## src/rtl/cpu_pkg.sv

```systemverilog
// Shared definitions for the 16-bit accumulator machine: opcodes, skip
// conditions, controller state encoding and the instruction-word stride.
package cpu_pkg;

   localparam logic [3:0] OP_ADD   = 4'd0;
   localparam logic [3:0] OP_HALT  = 4'd1;
   localparam logic [3:0] OP_LOAD  = 4'd2;
   localparam logic [3:0] OP_STORE = 4'd3;
   localparam logic [3:0] OP_CLEAR = 4'd4;
   localparam logic [3:0] OP_SKIP  = 4'd5;
   localparam logic [3:0] OP_JUMP  = 4'd6;

   localparam logic [1:0] SKIP_NEG   = 2'd0;
   localparam logic [1:0] SKIP_ZERO  = 2'd1;
   localparam logic [1:0] SKIP_POS   = 2'd2;
   localparam logic [1:0] SKIP_NEVER = 2'd3;

   localparam logic [15:0] PC_STEP = 16'd2;

   typedef enum logic [2:0] {
      ST_FETCH    = 3'd0,
      ST_LOAD_IR  = 3'd1,
      ST_DECODE   = 3'd2,
      ST_MEM_RD   = 3'd3,
      ST_MEM_DATA = 3'd4,
      ST_MEM_WR   = 3'd5,
      ST_HALTED   = 3'd6
   } state_t;

   // Skip decision on the accumulator; "positive" means strictly greater than zero.
   function automatic logic skip_taken(input logic [1:0] cond, input logic [15:0] value);
      logic taken;
      taken = 1'b0;
      case (cond)
         SKIP_NEG:  taken = value[15];
         SKIP_ZERO: taken = (value == 16'h0000);
         SKIP_POS:  taken = !value[15] && (value != 16'h0000);
         default:   taken = 1'b0;
      endcase
      return taken;
   endfunction

endpackage

```

## src/rtl/accumulator_sequencer.sv

```systemverilog
// Multi-cycle fetch/decode/execute sequencer for the accumulator machine,
// driving PC/MAR/MBR/IR/AC against a single synchronous-read memory port.
module accumulator_sequencer #(
   parameter logic [15:0] RESET_PC = 16'h0000,
   parameter logic [15:0] PC_STEP  = cpu_pkg::PC_STEP
) (
   input  logic        clk,
   input  logic        reset,
   input  logic        run,
   input  logic [15:0] mem_rdata,
   output logic [15:0] mem_addr,
   output logic [15:0] mem_wdata,
   output logic        mem_we,
   output logic [15:0] pc,
   output logic [15:0] acc,
   output logic [15:0] ir,
   output logic [15:0] mar,
   output logic [15:0] mbr,
   output logic        halted,
   output logic        illegal,
   output logic        instr_done
);
   import cpu_pkg::*;

   state_t      state_q;
   logic [15:0] pc_q;
   logic [15:0] acc_q;
   logic [15:0] ir_q;
   logic [15:0] mar_q;
   logic [15:0] mbr_q;
   logic        halted_q;
   logic        illegal_q;
   logic        instr_done_q;

   logic [3:0]  opcode;
   logic [15:0] operand_addr;
   logic [15:0] add_sum;

   assign opcode       = ir_q[15:12];
   assign operand_addr = {4'h0, ir_q[11:0]};
   assign add_sum      = acc_q + mem_rdata;

   // Address and write strobe follow the state register directly so that an
   // asynchronous reset kills a Store write within the same cycle.
   assign mem_addr  = (state_q == ST_FETCH) ? pc_q : mar_q;
   assign mem_we    = (state_q == ST_MEM_WR);
   assign mem_wdata = mbr_q;

   always_ff @(posedge clk or posedge reset) begin
      if (reset) begin
         state_q      <= ST_FETCH;
         pc_q         <= RESET_PC;
         acc_q        <= 16'h0000;
         ir_q         <= 16'h0000;
         mar_q        <= 16'h0000;
         mbr_q        <= 16'h0000;
         halted_q     <= 1'b0;
         illegal_q    <= 1'b0;
         instr_done_q <= 1'b0;
      end else begin
         instr_done_q <= 1'b0;
         case (state_q)
            ST_FETCH: begin
               if (run) begin
                  mar_q   <= pc_q;
                  state_q <= ST_LOAD_IR;
               end
            end
            ST_LOAD_IR: begin
               ir_q    <= mem_rdata;
               mbr_q   <= mem_rdata;
               pc_q    <= pc_q + PC_STEP;
               state_q <= ST_DECODE;
            end
            ST_DECODE: begin
               case (opcode)
                  OP_ADD, OP_LOAD: begin
                     mar_q   <= operand_addr;
                     state_q <= ST_MEM_RD;
                  end
                  OP_STORE: begin
                     mar_q   <= operand_addr;
                     mbr_q   <= acc_q;
                     state_q <= ST_MEM_WR;
                  end
                  OP_CLEAR: begin
                     acc_q        <= 16'h0000;
                     instr_done_q <= 1'b1;
                     state_q      <= ST_FETCH;
                  end
                  OP_SKIP: begin
                     if (skip_taken(ir_q[11:10], acc_q)) begin
                        pc_q <= pc_q + PC_STEP;
                     end
                     instr_done_q <= 1'b1;
                     state_q      <= ST_FETCH;
                  end
                  OP_JUMP: begin
                     pc_q         <= operand_addr;
                     instr_done_q <= 1'b1;
                     state_q      <= ST_FETCH;
                  end
                  OP_HALT: begin
                     halted_q <= 1'b1;
                     state_q  <= ST_HALTED;
                  end
                  default: begin
                     illegal_q <= 1'b1;
                     halted_q  <= 1'b1;
                     state_q   <= ST_HALTED;
                  end
               endcase
            end
            ST_MEM_RD: begin
               state_q <= ST_MEM_DATA;
            end
            ST_MEM_DATA: begin
               mbr_q <= mem_rdata;
               // Only Add and Load ever reach this state.
               if (opcode == OP_LOAD) begin
                  acc_q <= mem_rdata;
               end else begin
                  acc_q <= add_sum;
               end
               instr_done_q <= 1'b1;
               state_q      <= ST_FETCH;
            end
            ST_MEM_WR: begin
               instr_done_q <= 1'b1;
               state_q      <= ST_FETCH;
            end
            ST_HALTED: begin
               state_q <= ST_HALTED;
            end
            default: begin
               state_q <= ST_FETCH;
            end
         endcase
      end
   end

   assign pc         = pc_q;
   assign acc        = acc_q;
   assign ir         = ir_q;
   assign mar        = mar_q;
   assign mbr        = mbr_q;
   assign halted     = halted_q;
   assign illegal    = illegal_q;
   assign instr_done = instr_done_q;

endmodule

```

## config.mk

```make
export PLATFORM = sky130hd
export DESIGN_NAME = accumulator_sequencer
export DESIGN_NICKNAME = d
export VERILOG_FILES = /design/src/rtl/cpu_pkg.sv /design/src/rtl/accumulator_sequencer.sv
export SDC_FILE = /design/constraint.sdc
export NUM_CORES = 1
export LEC_CHECK = 0
export CORE_AREA = 4 4 107 109
export DETAILED_ROUTE_END_ITERATION = 8
export DIE_AREA = 0 0 111 113
export PLACE_DENSITY = 0.78
export RECOVER_POWER = 25
export SLEW_MARGIN = 0
export SYNTH_ARGS = -nofsm -noshare
export SYNTH_HDL_FRONTEND = slang
export SYNTH_SLANG_ARGS = --single-unit
```

## constraint.sdc

```tcl
create_clock -name clk -period 3.8 [get_ports clk]
set_clock_uncertainty 0.2 [all_clocks]
set_input_delay 0.95 -clock clk [delete_from_list [all_inputs] [get_ports clk]]
set_output_delay 0.95 -clock clk [all_outputs]
set_load 0.1 [all_outputs]
```

Word level (Yosys, flattened, before mapping). Index checks and enable logic that the tools add are counted.

Register bits after elaboration: 86.

$add $sub $neg: 2. Reduce and logical (&&, ||, !) cells: 24. Eq/ne operators: 20. Muxes and demuxes: 20. Bitwise logic cells: 2.

Operators by type and width (count): 16-bit case mux with 2 select lines (5); 16-bit two-way mux (7); 16-bit adder (1); 16-bit by 2-bit adder with 16-bit output, second input constant (1); 16-bit logical NOT (1); 16-bit nonzero test (1); 3-bit case mux with 5 select lines (1); 4-bit by 3-bit equality test with 1-bit output, second input constant (3); 3-bit equality test, second input constant (3); 3-bit case mux with 3 select lines (1); 4-bit by 2-bit equality test with 1-bit output, second input constant (2); 2-bit AND reduction (4); 2-bit nonzero test (4); 7-bit OR reduction (1); 3-bit by 2-bit equality test with 1-bit output, second input constant (2); 3-bit AND reduction (2); 2-bit OR reduction (3); 3-bit OR reduction (2); 6-bit OR reduction (1); 4-bit by 1-bit equality test with 1-bit output, second input constant (1); 4-bit logical NOT (1); 2-bit by 1-bit inequality test with 1-bit output, second input constant (2); 2-bit inequality test, second input constant (2); 3-bit by 1-bit equality test with 1-bit output, second input constant (1); 13 further kinds (16).

Depth between registers and ports, before layout. Gate-level depths: netlist of run 1.

Depth in word-level cells: 8. Mapped depth: 10. Depth with buffers taken out: 8.

Worst setup path before layout of run 1. OpenSTA, ideal clock, no wires.

Path type: reg2out. Start: reg mar_q[12], in the netlist mar[12]. End: out mem_addr[12]. Slack: -0.519 ns. Arrival time: 3.169 ns. Cell stages (with the launch flop): 3. Path buffers: 0. Cell sequence: dfrtp_1 inv_1 o21ai_0.

Word-level cells in the longest chain between the ends: 1.

Ends and longest elaborated chain: start, declared (RTL line accumulator_sequencer.sv:29) `logic [15:0] mar_q;`; start signal, assigned (RTL line accumulator_sequencer.sv:65) `mar_q <= pc_q;`; start signal, assigned (RTL line accumulator_sequencer.sv:78) `mar_q <= operand_addr;`; start signal, assigned (RTL line accumulator_sequencer.sv:82) `mar_q <= operand_addr;`; 16-bit two-way mux (RTL line accumulator_sequencer.sv:45) `assign mem_addr = (state_q == ST_FETCH) ? pc_q : mar_q;`; end, declared (RTL line accumulator_sequencer.sv:11) `output logic [15:0] mem_addr,`.

Every way passes these cells.

Worst setup path after layout of run 1.
Start: reg state_q[2]. End: reg pc_q[4], in the netlist pc[4].

Word-level cells in the longest chain between the ends: 3. Elaborated cells between the ends (all ways): 7.

Ends and longest elaborated chain: start, declared (RTL line accumulator_sequencer.sv:25) `state_t state_q;`; start signal, assigned (RTL line accumulator_sequencer.sv:51) `state_q <= ST_FETCH;`; start signal, assigned (RTL line accumulator_sequencer.sv:66) `state_q <= ST_LOAD_IR;`; start signal, assigned (RTL line accumulator_sequencer.sv:73) `state_q <= ST_DECODE;`; 3-bit by 2-bit equality test with 1-bit output / 3-bit by 1-bit equality test with 1-bit output (equally long branches) (RTL line accumulator_sequencer.sv:62) `case (state_q)`; 3-bit by 2-bit inequality test with 1-bit output (no line) (tied with other cells); 3-bit AND reduction (no line); end signal, assigned (RTL line accumulator_sequencer.sv:72) `pc_q <= pc_q + PC_STEP;`; end signal, assigned (RTL line accumulator_sequencer.sv:93) `pc_q <= pc_q + PC_STEP;`; end signal, assigned (RTL line accumulator_sequencer.sv:99) `pc_q <= operand_addr;`; end, declared (RTL line accumulator_sequencer.sv:26) `logic [15:0] pc_q;`.

Several ways; a longest one is shown, not always the timed one. A chain may end at the register's enable or synchronous reset.

==> results of run 1 <==
## worst max-delay path, stage by stage, from the launching register on
cell,delay [ns]
dfrtp_1,0.51
or3b_1,0.84
nor3b_4,0.42
a21oi_2,0.16
a21oi_2,0.70
o21ai_0,0.20
a22o_1,0.28
## cells in the mapped netlist (4+ instances only)
| cell | n | area share (%) |
|---|---|---|
| nand3_1 | 22 | 2.1 |
| nand2b_1 | 10 | 1.2 |
| a22o_1 | 4 | 0.68 |
| nor3_1 | 8 | 0.77 |
| xnor2_1 | 8 | 1.4 |
| clkbuf_1 | 16 | 1.2 |
| and3_1 | 5 | 0.61 |
| a21oi_1 | 44 | 4.3 |
| mux2_2 | 28 | 6.1 |
| nand4_1 | 5 | 0.61 |
| nand2_1 | 64 | 4.6 |
| nor2_1 | 33 | 2.4 |
| a22oi_1 | 5 | 0.73 |
| buf_4 | 16 | 2.3 |
| a211oi_1 | 4 | 0.58 |
| o21ai_0 | 56 | 5.4 |
| ha_1 | 16 | 3.9 |
| buf_2 | 8 | 0.77 |
| o22ai_1 | 4 | 0.48 |
| dfrtp_1 | 86 | 42 |
| inv_1 | 11 | 0.80 |
| mux2i_1 | 34 | 6.6 |
| nor4_1 | 6 | 0.73 |
## path summary, 6_finish.rpt
check / startpoint / endpoint / slack [ns]
max: state_q[2] / pc[4] / 0.37
min: halted / halted / 0.28
max reg2reg: state_q[2] / pc[4] / 0.37
min reg2reg: halted / halted / 0.28
max in group asynchronous: reset / acc[14] / 0.80
min in group asynchronous: reset / illegal / 1.16
## sequential cells by signal, summed over array words and instances (netlist names)
register / cells
acc: 16
ir: 16
mar: 16
mbr: 16
pc: 16
state_q: 3
halted: 1
illegal: 1
instr_done: 1
## per-stage QoR
| stage | worst slack, ns | util [%] | hold slack, ns |
|---|---|---|---|
| final | 0.370 | 60.5 | 0.284 |
| after detailed placement | 0.171 | 58.9 | 0.264 |
| after global placement | 0.262 | 58.9 | 0.263 |
| after floorplan | 0.233 | - | 0.371 |
| after CTS | 0.536 | 60.6 | 0.288 |
| after global routing | 0.190 | 60.5 | 0.298 |
## kinds of logic after synthesis
kind of cell	count (synthesis)	synth area share, %
adder cells (fa/ha/maj)	17	4.26
AND/OR/NAND/NOR	172	16.2
XOR/XNOR	11	1.86
buffers and inverters	56	5.71
flip-flops	86	41.6
multiplexers	62	12.7
AO/OA/AOI/OAI	148	17.6
## layout by cell type, fill, tap and decap left out, drive strengths merged, types with 16 or more instances in the layout
cell / netlist / final
mux2i: 34 / 34
nand3: 22 / 22
a21oi: 46 / 46
mux2: 28 / 28
nor2: 33 / 33
ha: 16 / 16
buf: 29 / 124
nand2: 64 / 64
dfrtp: 86 / 86
clkdlybuf4s50: 0 / 17
o21ai: 57 / 57
## per-layer routing
metal  track usage, %  routed length, µm
met1             30.4               5930
met2             37.4               7050
met3             3.96                894
met4             7.39                306
met5                0                  0
## area by class of cell
cell class	count	area, µm²
clock buffers	10	138
clock inverters	6	45.0
fillers	894	4190
inverters	11	42.5
multi-input cells	410	2740
flip-flops and latches	86	2150
well taps	140	175
repair buffers	143	1120
==> flow_summary_export.csv, run 1 <==
group,metric,value,unit
outcome,outcome,"complete, no violations",
critical_path,endpoint_kind,"register",
cts,clk_latency,0.35,ns
timing,fin_tns_setup,0,ns
cts,postCtsHoldBufs,0,
synthesis,yosys_warnings,0,
die,die_y,113,µm
die,dieArea,12500,µm²
global_route,grt_max_degree,56,
place,post-dp-hpwl,10400,µm
routing,route.detailed.drc,0,
critical_path,required,3.84,ns
synthesis,synth-seq-cells,86,
die,start_util,48.7,%
run,maxCapViolCount,0,
routing,detail-route-antenna-nets,0,
timing,hold_violations,0,
cells_and_area,finalNetCount,697,
synthesis,synth_cells,552,
cells_and_area,antenna_cells,0,
synthesis,syn_area,5170,µm²
place,port_buffers,134,
timing,slew_violations,0,
critical_path,worstRegToRegCells,6,
routing,firstDrtPassIters,5,
global_route,grt_antenna_before_repair,0,
global_route,grt-ovfl-total,0,
timing,fin_crit_sh,90.3,%
routing,drtIter0Drc,308,
place,place_congestion,0.917,
cts,cts_root_buf,"clkbuf_8",
cells_and_area,layout-drive-gt1-share,27.8,%
routing,via_per_inst,5.83,
synthesis,ys_seq_area_share,41.6,%
routing,vias,4698,
cells_and_area,area_growth,24.1,%
die,die_w,111,µm
global_route,gr-usage-all-layers,22.6,%
timing,slew_headroom,7.18,%
cells_and_area,finalInstanceArea,6410,µm²
timing,final.min_clock_period,3.43,ns
timing,worst_pin_slew,1.38,ns
routing,wl_per_cell,17.6,µm
cts,cts_resized,0,
routing,wirelength,14200,µm
place,placed_cell_area,6240,µm²
global_route,grt_pass1_wl,23400,µm
die,coreArea,10600,µm²
cts,cts.sinks,86,
place,placed_cells,790,
cts,clock_path_buffers,2,
synthesis,synth-edff-count,0,
critical_path,start_kind,"register",
critical_path,arrival,3.47,ns
cts,cts_setup_buffers,0,
timing,fmax,292,MHz
critical_path,path_class,"reg2reg",
timing,rsz0062_at_grt,"no",
synthesis,synth_flop_cell,"dfrtp_1",
synthesis,async_flop_share,100,%
die,ios,135,
synthesis,yosysUniqueCellTypes,60,
worst_hold_path,hold_class,"reg2reg",
synthesis,syn_area_per_cell,9.36,µm²
worst_hold_path,hold_depth,1,
cts,cts_tree,"built",
critical_path,crit_fanout,22,
die,row_count,38,
cts,cts_made_buffers,9,
timing,finalSetupViolations,0,
cts,htree_levels,3,
cts,clk_pin_slew,0.09,ns
cells_and_area,final_cells,806,
global_route,grt_pass1_vias,4579,
synthesis,syn_nets,588,
Power of run 1 is left out: the tool's default activity adds up to more than one toggle a clock period on the data nets, which glitch-free logic cannot reach.
==> inputs of run 2 (changes only) <==
--- a/config.mk
+++ b/config.mk
@@ -5,12 +5,15 @@
 export SDC_FILE = /design/constraint.sdc
 export NUM_CORES = 1
 export LEC_CHECK = 0
-export CORE_AREA = 4 4 107 109
+export CELL_PAD_IN_SITES_DETAIL_PLACEMENT = 0
+export CELL_PAD_IN_SITES_GLOBAL_PLACEMENT = 2
+export CORE_AREA = 4 4 137 139
 export DETAILED_ROUTE_END_ITERATION = 8
-export DIE_AREA = 0 0 111 113
-export PLACE_DENSITY = 0.78
+export DIE_AREA = 0 0 141 143
+export GPL_ROUTABILITY_DRIVEN = 1
+export PLACE_DENSITY = 0.77
 export RECOVER_POWER = 25
-export SLEW_MARGIN = 0
+export SLEW_MARGIN = 10
 export SYNTH_ARGS = -nofsm -noshare
 export SYNTH_HDL_FRONTEND = slang
 export SYNTH_SLANG_ARGS = --single-unit
==> run 2 against run 1 <==
Compared with the run above:
- worst hold slack got worse by 0.0077 ns
- via count decreased by 2.5%
- non-clock buffer count increased by 7
- register-to-register slack about the same
- design area increased by 3.8%
- critical path depth unchanged
- routed wire length increased by 14%
- highest routed layer unchanged
- maximum frequency about the same
- first-iteration DRC count increased by 9.1%
- utilization decreased by 23 points
- global-route usage decreased by 6.7 points
==> flow_summary_export.csv, run 2 (synthesis results as in run 1) <==
group,metric,value,unit
cts,cts_made_buffers,9,
die,die_y,143,µm
critical_path,required,3.83,ns
global_route,gr-usage-all-layers,15.9,%
critical_path,path_class,"reg2reg",
routing,wirelength,16100,µm
routing,route.detailed.drc,0,
global_route,grt-ovfl-total,0,
critical_path,endpoint_kind,"register",
place,port_buffers,134,
critical_path,start_kind,"register",
die,dieArea,20200,µm²
timing,final.min_clock_period,3.43,ns
cts,postCtsHoldBufs,0,
place,place_ws,0.122,ns
cts,cts_resized,0,
cts,clock_path_buffers,2,
cells_and_area,antenna_cells,0,
routing,firstDrtPassIters,4,
cts,clk_latency,0.34,ns
die,ios,135,
timing,worst_pin_slew,1.24,ns
routing,wl_per_cell,18.0,µm
critical_path,arrival,3.46,ns
routing,vias,4581,
timing,fmax,291,MHz
cts,cts_root_buf,"clkbuf_16",
run,maxCapViolCount,0,
cts,cts_setup_buffers,0,
cells_and_area,final_cells,899,
timing,fin_crit_sh,90.3,%
global_route,grt_pass1_wl,25400,µm
cells_and_area,final_cell_mix,"130 x buf_4, 86 x dfrtp_1, 64 x nand2_1",
timing,setup_slack,0.369,ns
die,start_util,29.3,%
outcome,outcome,"complete, no violations",
cells_and_area,layout_commonest_cell,"buf_4",
cts,htree_levels,3,
critical_path,crit_fanout,22,
timing,rsz0062_at_grt,"no",
place,place_congestion,0.785,
cells_and_area,area_growth,28.8,%
cells_and_area,finalNetCount,704,
cells_and_area,layout-drive-gt1-share,27.5,%
die,die_w,141,µm
timing,slew_headroom,17.1,%
worst_hold_path,hold_class,"reg2reg",
cells_and_area,fill_cells,1816,
place,post-dp-hpwl,12100,µm
timing,hold_violations,0,
global_route,grt_max_degree,34,
routing,via_per_inst,5.10,
global_route,grt_pass1_vias,4403,
cts,cts.sinks,86,
timing,finalSetupViolations,0,
global_route,grt_antenna_before_repair,0,
die,coreArea,17700,µm²
die,row_count,49,
routing,drtIter0Drc,336,
cts,cts_tree,"built",
place,placed_cells,886,
timing,slew_violations,0,
routing,detail-route-antenna-nets,0,
timing,fin_tns_setup,0,ns
cts,clk_pin_slew,0.06,ns
-- run 2: changes by cell type in the layout (fill, tap and decap cells not counted), sizes merged --
cell	previous run	this run
bufinv	0	1
clkbuf	11	13
inv	11	10
buf	124	130
clkinv	5	1
-- run 2: final cells by class --
type	instances	area [µm²]	area share [%]
clock buffers	11	243	3.65
clock inverters	2	35.0	0.526
well taps	229	287	4.31
inverters	11	42.5	0.639
flip-flops and latches	86	2150	32.3
repair buffers	150	1160	17.5
multi-input cells	410	2730	41.1
-- run 2: stage by stage --
stage	hold WS, ns	cell area, µm²	util [%]
2_1_floorplan	0.371	5170	-
3_3_place_gp	0.266	6390	36.2
3_5_place_dp	0.264	6390	36.2
4_1_cts	0.281	6670	37.8
5_1_grt	0.293	6660	37.7
6_report	0.277	6660	37.7
-- run 2: critical path: stages, from the launching register on --
cell     delay (ns)
dfrtp_1        0.49
or3b_1         0.85
nor3b_4        0.43
a21oi_2        0.16
a21oi_2        0.71
o21ai_0        0.21
a22o_1         0.28
-- run 2: worst paths after layout --
kind	start	endpoint	slack, ns	cells past startpoint
setup / recovery	state_q[2]	pc[4]	0.37	6
hold / removal	illegal	illegal	0.28	1
setup reg to reg	state_q[2]	pc[4]	0.37	6
hold reg to reg	illegal	illegal	0.28	1
max in group asynchronous	reset	ir[4]	0.93	3
min in group asynchronous	reset	acc[0]	1.12	2
-- run 2: metal layers --
metal  up-vias  GRT usage (%)  share of wire, %
li1       2218              -                 -
met1      2239           21.5                45
met2       107           26.3                49
met3        17           1.84               4.0
met4         0           5.86               1.8
met5         -              0                 0
Power of run 2 is left out for the same reason.
==> inputs of run 3 (changes only) <==
--- a/config.mk
+++ b/config.mk
@@ -7,9 +7,9 @@
 export LEC_CHECK = 0
 export CELL_PAD_IN_SITES_DETAIL_PLACEMENT = 0
 export CELL_PAD_IN_SITES_GLOBAL_PLACEMENT = 2
-export CORE_AREA = 4 4 137 139
+export CORE_AREA = 2 2 135 137
 export DETAILED_ROUTE_END_ITERATION = 8
-export DIE_AREA = 0 0 141 143
+export DIE_AREA = 0 0 137 139
 export GPL_ROUTABILITY_DRIVEN = 1
 export PLACE_DENSITY = 0.77
 export RECOVER_POWER = 25
==> run 3 against run 2 <==
Compared with the run above:
- flip-flop and latch count unchanged
- cell count is 0.33% higher
- global-route usage up 0.93 points
- sequential share of layout area is essentially flat
- design area hardly changed
- count of clock-buffer cells in the layout decreased by 1
- via count decreased by 0.70%
- non-clock buffer count up 1
- worst hold slack about the same
- worst setup slack better by 0.074 ns
- utilization hardly changed
- die area fell by 5.6%
- largest cell class unchanged
- highest routed layer unchanged
==> flow_summary_export.csv, run 3 (synthesis results as in run 1) <==
group,metric,value,unit
critical_path,cp-endpoint,"pc[9]",
critical_path,arrival,3.36,ns
routing,route.detailed.drc,0,
cts,cts_made_buffers,9,
global_route,grt_max_degree,52,
place,placed_cell_area,6410,µm²
critical_path,reg2reg_from,"state_q[2]",
global_route,grt_pass1_wl,24900,µm
critical_path,start_kind,"register",
critical_path,r2r_end,"pc[9]",
critical_path,endpoint_kind,"register",
cts,cts.sinks,86,
global_route,grt-ovfl-total,0,
cells_and_area,finalInstanceArea,6650,µm²
routing,firstDrtPassIters,5,
run,maxCapViolCount,0,
critical_path,worstRegToRegCells,7,
routing,drtIter0Drc,285,
place,port_buffers,134,
timing,worst_pin_slew,1.49,ns
timing,final.min_clock_period,3.36,ns
cells_and_area,antenna_cells,0,
cells_and_area,final_cell_mix,"131 x buf_4, 86 x dfrtp_1, 64 x nand2_1",
outcome,outcome,"complete, no violations",
global_route,gr-usage-all-layers,16.8,%
die,ios,135,
die,coreArea,17700,µm²
timing,hold_violations,0,
place,post-dp-hpwl,11500,µm
timing,hold_ws,0.277,ns
cts,htree_levels,3,
routing,vias,4549,
routing,wirelength,15700,µm
cts,cts_setup_buffers,0,
cts,cts_tree,"built",
die,die_w,137,µm
routing,wl_per_cell,17.4,µm
die,start_util,29.3,%
global_route,grt_pass1_vias,4352,
timing,slew_violations,0,
place,place_congestion,0.853,
timing,slew_headroom,0.696,%
cells_and_area,area_growth,28.7,%
critical_path,crit_fanout,21,
timing,finalSetupViolations,0,
routing,detail-route-antenna-nets,0,
cts,clk_latency,0.35,ns
routing,via_per_inst,5.04,
timing,rsz0062_at_grt,"no",
cts,cts_resized,0,
cells_and_area,layout_commonest_cell,"buf_4",
cells_and_area,layout-drive-gt1-share,28.2,%
critical_path,r2r_slack,0.44,ns
die,row_count,49,
die,dieArea,19000,µm²
critical_path,crit_start,"state_q[2]",
critical_path,required,3.80,ns
cts,cts_root_buf,"clkbuf_16",
timing,fin_crit_sh,88.3,%
global_route,grt_antenna_before_repair,0,
critical_path,path_class,"reg2reg",
timing,fin_tns_setup,0,ns
place,place_ws,0.115,ns
cts,clock_path_buffers,2,
worst_hold_path,hold_class,"reg2reg",
timing,setup_slack,0.443,ns
cells_and_area,finalNetCount,705,
die,die_y,139,µm
timing,fmax,298,MHz
cts,postCtsHoldBufs,0,
cts,clk_pin_slew,0.06,ns
## run 3: cell types whose count changed in the layout (fill, tap and decap cells not counted), sizes merged
| cell | delta |
|---|---|
| buf | +1 |
| bufinv | -1 |
| clkbuf | -1 |
| clkinv | +3 |
| clkinvlp | +1 |
## run 3: metal layers
metal	up-vias	track usage (%)	wire length, µm	part of all wire [%]
li1	2218	-	-	-
met5	-	0	0	0
met2	143	25.3	7170	46
met4	0	4.50	180	1.1
met1	2177	24.1	7500	48
met3	11	4.06	877	5.6
## run 3: worst min-delay path by stage
| stage | to | cells after the start | startpoint | slack [ns] |
|---|---|---|---|---|
| 2_1_floorplan | state_q[2] | 2 | state_q[0] | 0.37 |
| 3_5_place_dp | illegal | 1 | illegal | 0.27 |
| 4_1_cts | illegal | 1 | illegal | 0.29 |
| 6_report | illegal | 1 | illegal | 0.28 |
| 3_3_place_gp | halted | 1 | halted | 0.27 |
| 5_1_grt | illegal | 1 | illegal | 0.30 |
## run 3: per-stage QoR
step	utilization (%)	std cells
6_report	37.7	902
4_1_cts	37.8	902
2_1_floorplan	-	552
5_1_grt	37.7	902
3_3_place_gp	36.3	887
3_5_place_dp	36.3	887
## run 3: cell type report
type	count	area [µm²]
fillers	1810	11000
multi-input cells	410	2740
flip-flops and latches	86	2150
repair buffers	151	1170
well taps	229	287
clock buffers	10	229
inverters	11	42.5
clock inverters	5	27.5
## run 3: worst max-delay path: stages, from the launching register on
cell,delay (ns)
dfrtp_1,0.50
or3b_1,0.87
or3b_4,0.60
a211oi_4,0.35
a21oi_2,0.24
buf_4,0.26
a21oi_1,0.13
a21oi_1,0.05
Power of run 3 is left out for the same reason.
